File: src/rtl/mc_ctrl_pkg.sv
// Shared types, state encoding, opcodes and mux-select encodings for the multicycle controller.
// The optional BNE state is compiled in when MC_CONTROLLER_BNE_EN is defined.
package mc_ctrl_pkg;

    typedef logic       u1;
    typedef logic [1:0] u2;
    typedef logic [3:0] u4;
    typedef logic [5:0] u6;

    typedef enum logic [3:0] {
        S_FETCH   = 4'd0,
        S_DECODE  = 4'd1,
        S_MEMADR  = 4'd2,
        S_MEMRD   = 4'd3,
        S_MEMWB   = 4'd4,
        S_MEMWR   = 4'd5,
        S_EXECUTE = 4'd6,
        S_ALUWB   = 4'd7,
        S_BRANCH  = 4'd8,
        S_ADDIEX  = 4'd9,
        S_ADDIWB  = 4'd10,
        S_JUMP    = 4'd11
`ifdef MC_CONTROLLER_BNE_EN
        , S_BNE   = 4'd12
`endif
    } state_t;

    localparam u6 OP_RTYPE = 6'b000000;
    localparam u6 OP_LW    = 6'b100011;
    localparam u6 OP_SW    = 6'b101011;
    localparam u6 OP_BEQ   = 6'b000100;
    localparam u6 OP_BNE   = 6'b000101;
    localparam u6 OP_ADDI  = 6'b001000;
    localparam u6 OP_J     = 6'b000010;

    localparam u2 ALUSRCB_B     = 2'b00;
    localparam u2 ALUSRCB_FOUR  = 2'b01;
    localparam u2 ALUSRCB_IMM   = 2'b10;
    localparam u2 ALUSRCB_IMMSH = 2'b11;

    localparam u2 PCSRC_ALU    = 2'b00;
    localparam u2 PCSRC_ALUOUT = 2'b01;
    localparam u2 PCSRC_JUMP   = 2'b10;

    localparam u2 ALUOP_ADD   = 2'b00;
    localparam u2 ALUOP_SUB   = 2'b01;
    localparam u2 ALUOP_FUNCT = 2'b10;

    // True for every opcode the DECODE state knows how to dispatch.
    function automatic u1 op_supported(input u6 op);
        u1 ok;
        case (op)
            OP_RTYPE, OP_LW, OP_SW, OP_BEQ, OP_ADDI, OP_J: ok = 1'b1;
`ifdef MC_CONTROLLER_BNE_EN
            OP_BNE:                                        ok = 1'b1;
`endif
            default:                                       ok = 1'b0;
        endcase
        return ok;
    endfunction

endpackage

File: src/rtl/mc_ctrl_decode.sv
// Combinational state-to-control table for the multicycle controller.
// While reset is low the table shows FETCH with all write enables and the illegal flag suppressed.
module mc_ctrl_decode
    import mc_ctrl_pkg::*;
(
    input  state_t      state,
    input  logic        reset,
    input  logic [5:0]  op,
    input  logic        zero,
    output logic        iord,
    output logic        irwrite,
    output logic        memwrite,
    output logic        regwrite,
    output logic        regdst,
    output logic        memtoreg,
    output logic        alusrca,
    output logic [1:0]  alusrcb,
    output logic [1:0]  pcsrc,
    output logic [1:0]  aluop,
    output logic        pcen,
    output logic        illegal
);

    state_t dec_state;
    logic   irwrite_raw;
    logic   pcwrite;
    logic   branch;
    logic   cond;

    // Moore output table; pcen combines pcwrite with the branch condition.
    always_comb begin
        iord        = 1'b0;
        irwrite_raw = 1'b0;
        memwrite    = 1'b0;
        regwrite    = 1'b0;
        regdst      = 1'b0;
        memtoreg    = 1'b0;
        alusrca     = 1'b0;
        alusrcb     = ALUSRCB_B;
        pcsrc       = PCSRC_ALU;
        aluop       = ALUOP_ADD;
        pcwrite     = 1'b0;
        branch      = 1'b0;
        cond        = 1'b0;
        illegal     = 1'b0;
        if (reset) begin
            dec_state = state;
        end else begin
            dec_state = S_FETCH;
        end
        case (dec_state)
            S_FETCH: begin
                irwrite_raw = 1'b1;
                alusrcb     = ALUSRCB_FOUR;
                pcwrite     = 1'b1;
            end
            S_DECODE: begin
                alusrcb = ALUSRCB_IMMSH;
                illegal = ~op_supported(op);
            end
            S_MEMADR, S_ADDIEX: begin
                alusrca = 1'b1;
                alusrcb = ALUSRCB_IMM;
            end
            S_MEMRD: iord = 1'b1;
            S_MEMWB: begin
                memtoreg = 1'b1;
                regwrite = 1'b1;
            end
            S_MEMWR: begin
                iord     = 1'b1;
                memwrite = 1'b1;
            end
            S_EXECUTE: begin
                alusrca = 1'b1;
                aluop   = ALUOP_FUNCT;
            end
            S_ALUWB: begin
                regdst   = 1'b1;
                regwrite = 1'b1;
            end
            S_BRANCH: begin
                alusrca = 1'b1;
                aluop   = ALUOP_SUB;
                pcsrc   = PCSRC_ALUOUT;
                branch  = 1'b1;
                cond    = zero;
            end
`ifdef MC_CONTROLLER_BNE_EN
            S_BNE: begin
                alusrca = 1'b1;
                aluop   = ALUOP_SUB;
                pcsrc   = PCSRC_ALUOUT;
                branch  = 1'b1;
                cond    = ~zero;
            end
`endif
            S_ADDIWB: regwrite = 1'b1;
            S_JUMP: begin
                pcsrc   = PCSRC_JUMP;
                pcwrite = 1'b1;
            end
            default: begin
                iord = 1'b0;
            end
        endcase
        irwrite = irwrite_raw & reset;
        pcen    = (pcwrite | (branch & cond)) & reset;
    end

endmodule

File: src/rtl/mc_controller.sv
// Multicycle MIPS-style main controller: state register, next-state logic and the output decoder.
// Define MC_CONTROLLER_BNE_EN to add the BNE branch state.
module mc_controller
    import mc_ctrl_pkg::*;
(
    input  logic        clk,
    input  logic        reset,
    input  logic [5:0]  op,
    input  logic        zero,
    output logic        iord,
    output logic        irwrite,
    output logic        memwrite,
    output logic        regwrite,
    output logic        regdst,
    output logic        memtoreg,
    output logic        alusrca,
    output logic [1:0]  alusrcb,
    output logic [1:0]  pcsrc,
    output logic [1:0]  aluop,
    output logic        pcen,
    output logic        illegal,
    output logic [3:0]  state
);

    state_t cur_state;
    state_t nxt_state;

    // State register; a low reset abandons any instruction in flight.
    always_ff @(posedge clk) begin
        if (!reset) begin
            cur_state <= S_FETCH;
        end else begin
            cur_state <= nxt_state;
        end
    end

    // Next-state logic; op is only consulted in DECODE and MEMADR.
    always_comb begin
        nxt_state = S_FETCH;
        case (cur_state)
            S_FETCH: nxt_state = S_DECODE;
            S_DECODE: begin
                case (op)
                    OP_LW, OP_SW: nxt_state = S_MEMADR;
                    OP_RTYPE:     nxt_state = S_EXECUTE;
                    OP_BEQ:       nxt_state = S_BRANCH;
                    OP_ADDI:      nxt_state = S_ADDIEX;
                    OP_J:         nxt_state = S_JUMP;
`ifdef MC_CONTROLLER_BNE_EN
                    OP_BNE:       nxt_state = S_BNE;
`endif
                    default:      nxt_state = S_FETCH;
                endcase
            end
            S_MEMADR: begin
                if (op == OP_SW) begin
                    nxt_state = S_MEMWR;
                end else if (op == OP_LW) begin
                    nxt_state = S_MEMRD;
                end else begin
                    nxt_state = S_FETCH;
                end
            end
            S_MEMRD:   nxt_state = S_MEMWB;
            S_EXECUTE: nxt_state = S_ALUWB;
            S_ADDIEX:  nxt_state = S_ADDIWB;
            default:   nxt_state = S_FETCH;
        endcase
    end

    assign state = cur_state;

    mc_ctrl_decode u_decode (
        .state    (cur_state),
        .reset    (reset),
        .op       (op),
        .zero     (zero),
        .iord     (iord),
        .irwrite  (irwrite),
        .memwrite (memwrite),
        .regwrite (regwrite),
        .regdst   (regdst),
        .memtoreg (memtoreg),
        .alusrca  (alusrca),
        .alusrcb  (alusrcb),
        .pcsrc    (pcsrc),
        .aluop    (aluop),
        .pcen     (pcen),
        .illegal  (illegal)
    );

endmodule

File: config.mk
export PLATFORM = sky130hd
export DESIGN_NAME = mc_controller
export DESIGN_NICKNAME = d
export VERILOG_FILES = /design/src/rtl/mc_ctrl_pkg.sv /design/src/rtl/mc_ctrl_decode.sv /design/src/rtl/mc_controller.sv
export SDC_FILE = /design/constraint.sdc
export NUM_CORES = 1
export LEC_CHECK = 0
export CAP_MARGIN = 0
export CORE_MARGIN = 2
export CORE_UTILIZATION = 39
export DETAILED_ROUTE_END_ITERATION = 10
export HOLD_SLACK_MARGIN = 0.02
export PLACE_DENSITY = 0.78
export SLEW_MARGIN = 10
export SYNTH_ARGS = -nofsm -noshare
export SYNTH_HDL_FRONTEND = slang
export SYNTH_HIERARCHICAL = 1
export SYNTH_SLANG_ARGS = --single-unit
File: constraint.sdc
create_clock -name clk -period 2.5 [get_ports clk]
set_clock_uncertainty 0.2 [all_clocks]
set_input_delay 0.75 -clock clk [delete_from_list [all_inputs] [get_ports clk]]
set_output_delay 0.75 -clock clk [all_outputs]
set_load 0.1 [all_outputs]
==> metrics.md, run 1 <==
| Metric | Value |
|---|---|
| Most frequent cells after synthesis | `nor2_1, a21oi_1, nand2_1, nand2b_1, nor3_1` |
| Post-synthesis async set-or-reset flop share | `0%` |
| Top cell type's share of synthesized area | `14.3%` |
| # resized after CTS | `33` |
| Core Rows | `13` |
| Num CTS Buffers | `3` |
| Top_reg_cell synth | `dfxtp_1` |
| DIE HEIGHT | `42.0 um` |
| Port buffer count | `27` |
| Ports | `28` |
| Hpwl dp | `2030 um` |
| Synth area leader | `dfxtp_1` |
| Clock sinks | `4` |
| Starting Density | `42.6%` |
| Sequential cell area fraction in the yosys report | `14.3%` |
| Error | `[ERROR DPL-0038] Utilization greater than 100%, impossible to legalize` |
| RePlAce Congestion | `0.750` |
| Area contributors post-synth | `dfxtp_1, nor2_1, nand2b_1` |
| Clk Tree Root Cell | `clkbuf_4` |
| H-tree Lvls | `1` |
| Synth Cell Area | `562 um^2` |
| DIE WIDTH | `42.0 um` |
| Dpl cells | `130` |
| Halt Stage | `clock tree synthesis (4_1_cts)` |
| Synth unique cells | `35` |
| Run status | `stopped before the end` |
| Maximum root-to-sink buffer count | `2` |
| Setup Buffers After CTS | `6` |
| EDFF count, synth | `0` |
| Count leader, synth | `nor2_1` |
| Syn_nets | `89` |
| Post-Synthesis Cells | `80` |
| Avg Cell Area, Syn | `7.02 um^2` |
| Synth Register Bits | `4` |
| # hold bufs at CTS | `0` |
| Yosys warns | `6` |
## cells by family after synthesis
| group | synth area share, % |
|---|---|
| flops | 14.3 |
| fa+ha+maj | 2.00 |
| xor+xnor | 4.68 |
| buf+inv | 9.13 |
| simple gates | 40.8 |
| compound gates | 29.2 |
## per-stage QoR
step	setup WS [ns]	cell area, um^2	hold slack (ns)
floorplan	-0.419	749	0.423
global placement	-0.572	1270	0.380
detailed placement	-0.641	1270	0.383
==> inputs of run 2 (changes only) <==
--- a/config.mk
+++ b/config.mk
@@ -6,11 +6,10 @@
 export NUM_CORES = 1
 export LEC_CHECK = 0
 export CAP_MARGIN = 0
-export CORE_MARGIN = 2
-export CORE_UTILIZATION = 39
+export CORE_AREA = 2 2 63 65
 export DETAILED_ROUTE_END_ITERATION = 10
-export HOLD_SLACK_MARGIN = 0.02
-export PLACE_DENSITY = 0.78
+export DIE_AREA = 0 0 65 67
+export PLACE_DENSITY_LB_ADDON = 0.15
 export SLEW_MARGIN = 10
 export SYNTH_ARGS = -nofsm -noshare
 export SYNTH_HDL_FRONTEND = slang
==> metrics.md, run 2 <==
| Metric | Value |
|---|---|
| Max_slew headroom | `78.5%` |
| Port buffer count | `27 (unchanged)` |
| Grt total ovfl | `0` |
| Synth area leader | `dfxtp_1` |
| CTS tree | `yes` |
| DIE WIDTH | `65 um (+55%)` |
| Setup TNS | `-0.240 ns` |
| Initial antenna violation count | `0` |
| Worst-Skew Late Latency | `0.21 ns` |
| Synth Register Bits | `4 (unchanged)` |
| Vias in the first global route | `742` |
| Final WL | `1950 um` |
| First-pass GRT wire length | `3190 um` |
| Count leader, synth | `nor2_1` |
| RSZ-0062 raised after global routing | `true` |
| Avg WL per Cell | `11.5 um` |
| Run status | `finished, violations left` |
| Area contributors post-synth | `dfxtp_1, nor2_1, nand2b_1` |
| Critical Path Source Type | `input port` |
| Maximum root-to-sink buffer count | `2 (unchanged)` |
| Avg Cell Area, Syn | `7.02 um^2 (unchanged)` |
| Most common cell after layout, fill and taps aside | `buf_12` |
| Final worst path period need | `2.74 ns` |
| Post-Synthesis Cells | `80 (unchanged)` |
| Ports | `28 (unchanged)` |
| Met2 wire len | `1020 um` |
| Total Routing Usage GR | `9.41%` |
| Die Area | `0.00436 mm^2` |
| Core Rows | `22 (+9)` |
| Top Metal Used | `met4` |
| DP Worst Slack | `-0.600 ns (+0.0412 ns)` |
| Met3 Wirelength | `71 um` |
| Violated checks | `setup timing` |
| Clk Tree Root Cell | `clkbuf_8` |
| Final Hold Viols | `0` |
| Syn_nets | `89 (unchanged)` |
| R2R Setup Slk | `1.08 ns` |
| Num CTS Buffers | `3 (unchanged)` |
| DIE HEIGHT | `67 um (+60%)` |
| Pins over their slew limit | `0` |
| Final total power | `377 uW` |
| WP data arrival | `1.79 ns` |
| Leakage | `0.509 nW` |
| RePlAce Congestion | `0.797 (+6.3%)` |
| Core area | `0.00361 mm^2` |
| DR iter-0 viols | `26` |
| Final Cycle Share | `110%` |
| Clock sinks | `4 (unchanged)` |
| Most frequent cells after synthesis | `nor2_1, a21oi_1, nand2_1, nand2b_1, nor3_1` |
| # nets final | `132` |
| # hold bufs at CTS | `0 (unchanged)` |
| Ant. Diodes | `0` |
| Post-synthesis async set-or-reset flop share | `0% (unchanged)` |
| Met1 Wirelength | `837 um` |
| Yosys warns | `6 (unchanged)` |
| Critical Path RT | `1.55 ns` |
| H-tree Lvls | `1 (unchanged)` |
| Synth Cell Area | `562 um^2 (unchanged)` |
| Most frequent cells in the layout | `buf_12, buf_4, nor2_1, buf_6` |
| CP endpoint kind | `output pin` |
| Drc violations | `0` |
| Synth unique cells | `35 (unchanged)` |
| Vias | `728` |
| Final WS setup | `-0.240 ns` |
| Hold WS | `0.392 ns` |
| Hpwl dp | `1460 um (-28%)` |
| Final ANT Viol Nets | `0` |
| Largest net degree at the start of global routing | `22` |
| Top_reg_cell synth | `dfxtp_1` |
| Drt via density | `4.31` |
| Starting Density | `15.6% (-27 points)` |
| Hold Crit Class | `reg2reg` |
| Layout cells sized above 1 | `57.9%` |
| Crit path max fanout | `2` |
| Max reg flops | `4` |
| Fmax | `365 MHz` |
| Sequential cell area fraction in the yosys report | `14.3% (unchanged)` |
| VDD IR max | `0.127 mV` |
| EDFF count, synth | `0 (unchanged)` |
| Clock transition at path regs | `0.03 ns` |
| Area Overhead vs Synth | `148%` |
| Measured slew at the worst slew-check pin | `0.322 ns` |
| Pwr/cell area | `270 mW/mm^2` |
| Number of max-cap violations | `0` |
| Final Setup Violations | `1` |
| Top cell type's share of synthesized area | `14.3% (unchanged)` |
| TritonRoute pass-1 iters | `4` |
| Setup CP Type | `in2out` |
## run 2: cell counts after synthesis
No cell type changed its count.
## run 2: logic make-up after synthesis
logic type                 count (synthesis)  share of synthesized area, %
AOI/OAI and AO/OA                         23                          29.2
xor gates and xnor gates                   3                          4.68
adders and majority gates                  1                          2.00
buffers and inverters                      8                          9.13
DFF                                        4                          14.3
and+or+nand+nor                           41                          40.8
## run 2: path summary, 6_finish.rpt
path | from | endpoint | cells past startpoint
min | state[1] | state[0] | 1
max reg2reg | state[0] | state[1] | 4
min reg2reg | state[1] | state[0] | 1
max | op[2] | illegal | 5
## run 2: worst max-delay path, cell delays in order
cell	delay, ns
buf_6	0.09
maj3_2	0.30
o31a_1	0.25
o211a_4	0.24
buf_12	0.16
## run 2: area by class of cell
type / count / area [um^2]
clock buffers: 3 / 41.3
fillers: 375 / 2210
inverters: 3 / 11.3
multi-input cells: 68 / 589
flip-flops and latches: 4 / 95.1
well taps: 48 / 60.1
repair buffers: 43 / 598
## run 2: repair_timing
item	4_1_cts	5_1_grt
endpoints found under the setup margin	15	3
pin swaps	7	3
gates resized for setup	27	1
buffers inserted	0	5
## run 2: power by group
| part | switching (mW) | total, mW | leakage, nW | internal, mW |
|---|---|---|---|---|
| clock | 0.0299 | 0.132 | 0.0216 | 0.102 |
| sequential | 0.0141 | 0.0775 | 0.0355 | 0.0634 |
| combinational | 0.0968 | 0.167 | 0.452 | 0.0702 |
| total | 0.141 | 0.377 | 0.509 | 0.236 |
## run 2: through the flow
step | instances | utilization, % | cell area, um^2
5_1_grt | 169 | 38.7 | 1400
3_3_place_gp | 162 | 36.1 | 1300
6_report | 169 | 38.7 | 1400
3_5_place_dp | 162 | 36.1 | 1300
4_1_cts | 164 | 37.2 | 1340
2_1_floorplan | 80 | - | 749
## run 2: per-layer routing
layer	track usage, %	vias up
met1	10.6	334
met5	0	-
met4	3.99	0
li1	-	380
met3	1.52	2
met2	17.4	12
Note: power is estimated with default switching activity, not from simulation.
==> inputs of run 3 (changes only) <==
--- a/config.mk
+++ b/config.mk
@@ -9,6 +9,8 @@
 export CORE_AREA = 2 2 63 65
 export DETAILED_ROUTE_END_ITERATION = 10
 export DIE_AREA = 0 0 65 67
+export DONT_BUFFER_PORTS = 1
+export HOLD_SLACK_MARGIN = 0.03
 export PLACE_DENSITY_LB_ADDON = 0.15
 export SLEW_MARGIN = 10
 export SYNTH_ARGS = -nofsm -noshare
==> metrics.md, run 3 (synthesis gave the netlist of run 2 again) <==
| Metric | Value |
|---|---|
| CTS tree | `yes` |
| VDD IR max | `0.132 mV (+4.0%)` |
| Setup CP Type | `in2out` |
| Clk Tree Root Cell | `clkbuf_8` |
| DIE HEIGHT | `67 um (unchanged)` |
| Most common cell after layout, fill and taps aside | `buf_12` |
| WP data arrival | `1.65 ns (-0.14 ns)` |
| Leakage | `0.390 nW (-23%)` |
| Final Cycle Share | `104% (-5.7 points)` |
| Fill cells | `374 (-0.27%)` |
| Final ANT Viol Nets | `0 (unchanged)` |
| RePlAce Congestion | `0.767 (-3.8%)` |
| Core area | `0.00361 mm^2 (unchanged)` |
| Max_slew headroom | `76.8% (-1.8 points)` |
| Number of max-cap violations | `0 (unchanged)` |
| Final Cell Area | `0.00114 mm^2 (-18%)` |
| Dpl cells | `143 (-12%)` |
| Starting Density | `15.6% (unchanged)` |
| Ports | `28 (unchanged)` |
| H-tree Lvls | `1 (unchanged)` |
| Clock sinks | `4 (unchanged)` |
| Hpwl dp | `1430 um (-2.3%)` |
| Final Hold Viols | `0 (unchanged)` |
| Critical Path Source Type | `input port` |
| Area occupied by multi-input gates | `583 um^2 (-1.1%)` |
| CP endpoint kind | `output pin` |
| Total Routing Usage GR | `9.47% (+0.065 points)` |
| Vias in the first global route | `667 (-10%)` |
| Layout cells sized above 1 | `52.0% (-5.9 points)` |
| Crit path max fanout | `7 (+5)` |
| Final Non-Filler Cells | `150 (-11%)` |
| Hold Crit Class | `in2reg` |
| DIE WIDTH | `65 um (unchanged)` |
| Final Setup Violations | `1 (unchanged)` |
| Maximum root-to-sink buffer count | `2 (unchanged)` |
| TritonRoute pass-1 iters | `4 (unchanged)` |
| Max reg flops | `4 (unchanged)` |
| Area Overhead vs Synth | `103%` |
| Ant. Diodes | `0 (unchanged)` |
| GRT busiest layer | `met2` |
| Most frequent cells in the layout | `buf_12, buf_4, nor2_1` |
| Pwr/cell area | `292 mW/mm^2 (+8.1%)` |
| Measured slew at the worst slew-check pin | `0.345 ns (+0.0228 ns)` |
| Fmax | `385 MHz (+5.5%)` |
| Grt total ovfl | `0 (unchanged)` |
| Hold Path Depth | `1 (unchanged)` |
| RSZ-0062 raised after global routing | `true` |
| Drc violations | `0 (unchanged)` |
| Final WL | `1860 um (-4.4%)` |
| Avg WL per Cell | `12.4 um (+7.7%)` |
| Pins over their slew limit | `0 (unchanged)` |
| Core Rows | `22 (unchanged)` |
| Worst-Skew Late Latency | `0.22 ns (about the same)` |
| Die Area | `0.00436 mm^2 (unchanged)` |
| FF-to-FF path depth | `5 (+1)` |
| Run status | `finished, violations left` |
| Largest net degree at the start of global routing | `22 (unchanged)` |
| Reg area | `95.1 um^2 (unchanged)` |
| Violated checks | `setup timing` |
| GRT met1 Usage | `10.4% (-0.22 points)` |
| Drt via density | `4.45 (+3.4%)` |
| Hold WS | `0.466 ns (+0.0743 ns)` |
| GR Util met2 | `16.2% (-1.2 points)` |
| Port buffer count | `0 (-100%)` |
| Critical Path RT | `1.55 ns (about the same)` |
| First-pass GRT wire length | `3190 um (+0.22%)` |
| Final worst path period need | `2.60 ns (-0.142 ns)` |
| Placed inst area | `0.00107 mm^2 (-18%)` |
| Final WS setup | `-0.0986 ns (+0.142 ns)` |
| DR iter-0 viols | `27 (+3.8%)` |
| Initial antenna violation count | `0 (unchanged)` |
| Num CTS Buffers | `3 (unchanged)` |
| Met3 Usage GRT | `3.72% (+2.2 points)` |
| Vias | `668 (-8.2%)` |
| Clock transition at path regs | `0.03 ns (about the same)` |
| Final total power | `333 uW (-12%)` |
| # nets final | `113 (-14%)` |
| DP Worst Slack | `-0.0978 ns (+0.502 ns)` |
| # resized after CTS | `0 (-100%)` |
-- run 3: cell count changes in the layout (fill, tap and decap cells not counted) --
| cell | before | now |
|---|---|---|
| buf_16 | 0 | 1 |
| clkdlybuf4s50_1 | 1 | 0 |
| buf_6 | 5 | 0 |
| buf_4 | 14 | 11 |
| nand2_1 | 3 | 4 |
| o21ai_2 | 1 | 0 |
| o21ai_0 | 3 | 4 |
| buf_12 | 20 | 12 |
| dlygate4sd2_1 | 3 | 0 |
| nand2_2 | 1 | 0 |
-- run 3: layout make-up --
type                    instances  area share, %
multi-input cells              68           51.1
repair buffers                 24           30.7
flip-flops and latches          4           8.33
well taps                      48           5.26
clock buffers                   3           3.62
inverters                       3          0.987
-- run 3: critical path: stages --
cell and delay (ns):
maj3_2 0.28, o31a_1 0.26, o211a_4 0.35
-- run 3: power breakdown --
part | internal [mW] | switching (mW)
sequential | 0.0634 | 0.0130
combinational | 0.0414 | 0.0794
clock | 0.103 | 0.0333
-- run 3: stage by stage --
stage / setup TNS (ns) / utilization (%)
final: -0.0986 / 31.6
after global routing: -0.120 / 31.6
after CTS: -0.101 / 30.8
after detailed placement: -0.0978 / 29.7
after global placement: -0.100 / 29.7
after floorplan: -1.71 / -
-- run 3: path summary, 6_finish.rpt --
check | startpoint | end | slack [ns]
worst max-delay path | op[2] | illegal | -0.1
worst min-delay path | reset | state[3] | 0.47
worst max register to register | state[1] | state[1] | 0.81
worst min register to register | state[3] | state[2] | 0.51
-- run 3: layer usage --
metal	up-vias	routed length [um]
met2	18	959
met1	306	748
met4	0	8
li1	342	-
met3	2	143
met5	-	0
-- run 3: what timing repair did --
item / in CTS / in global routing
buffers inserted: 0 / 4
hold buffers: 0 / 0
setup endpoints to repair: 1 / 2
endpoints found under the hold margin: 0 / 0
pin swaps: 0 / 0
==> inputs of run 4 (changes only) <==
--- a/config.mk
+++ b/config.mk
@@ -5,6 +5,7 @@
 export SDC_FILE = /design/constraint.sdc
 export NUM_CORES = 1
 export LEC_CHECK = 0
+export ABC_AREA = 0
 export CAP_MARGIN = 0
 export CORE_AREA = 2 2 63 65
 export DETAILED_ROUTE_END_ITERATION = 10
==> results of run 4 <==
No change in the layout: final DEF, timing and power equal those of run 3.
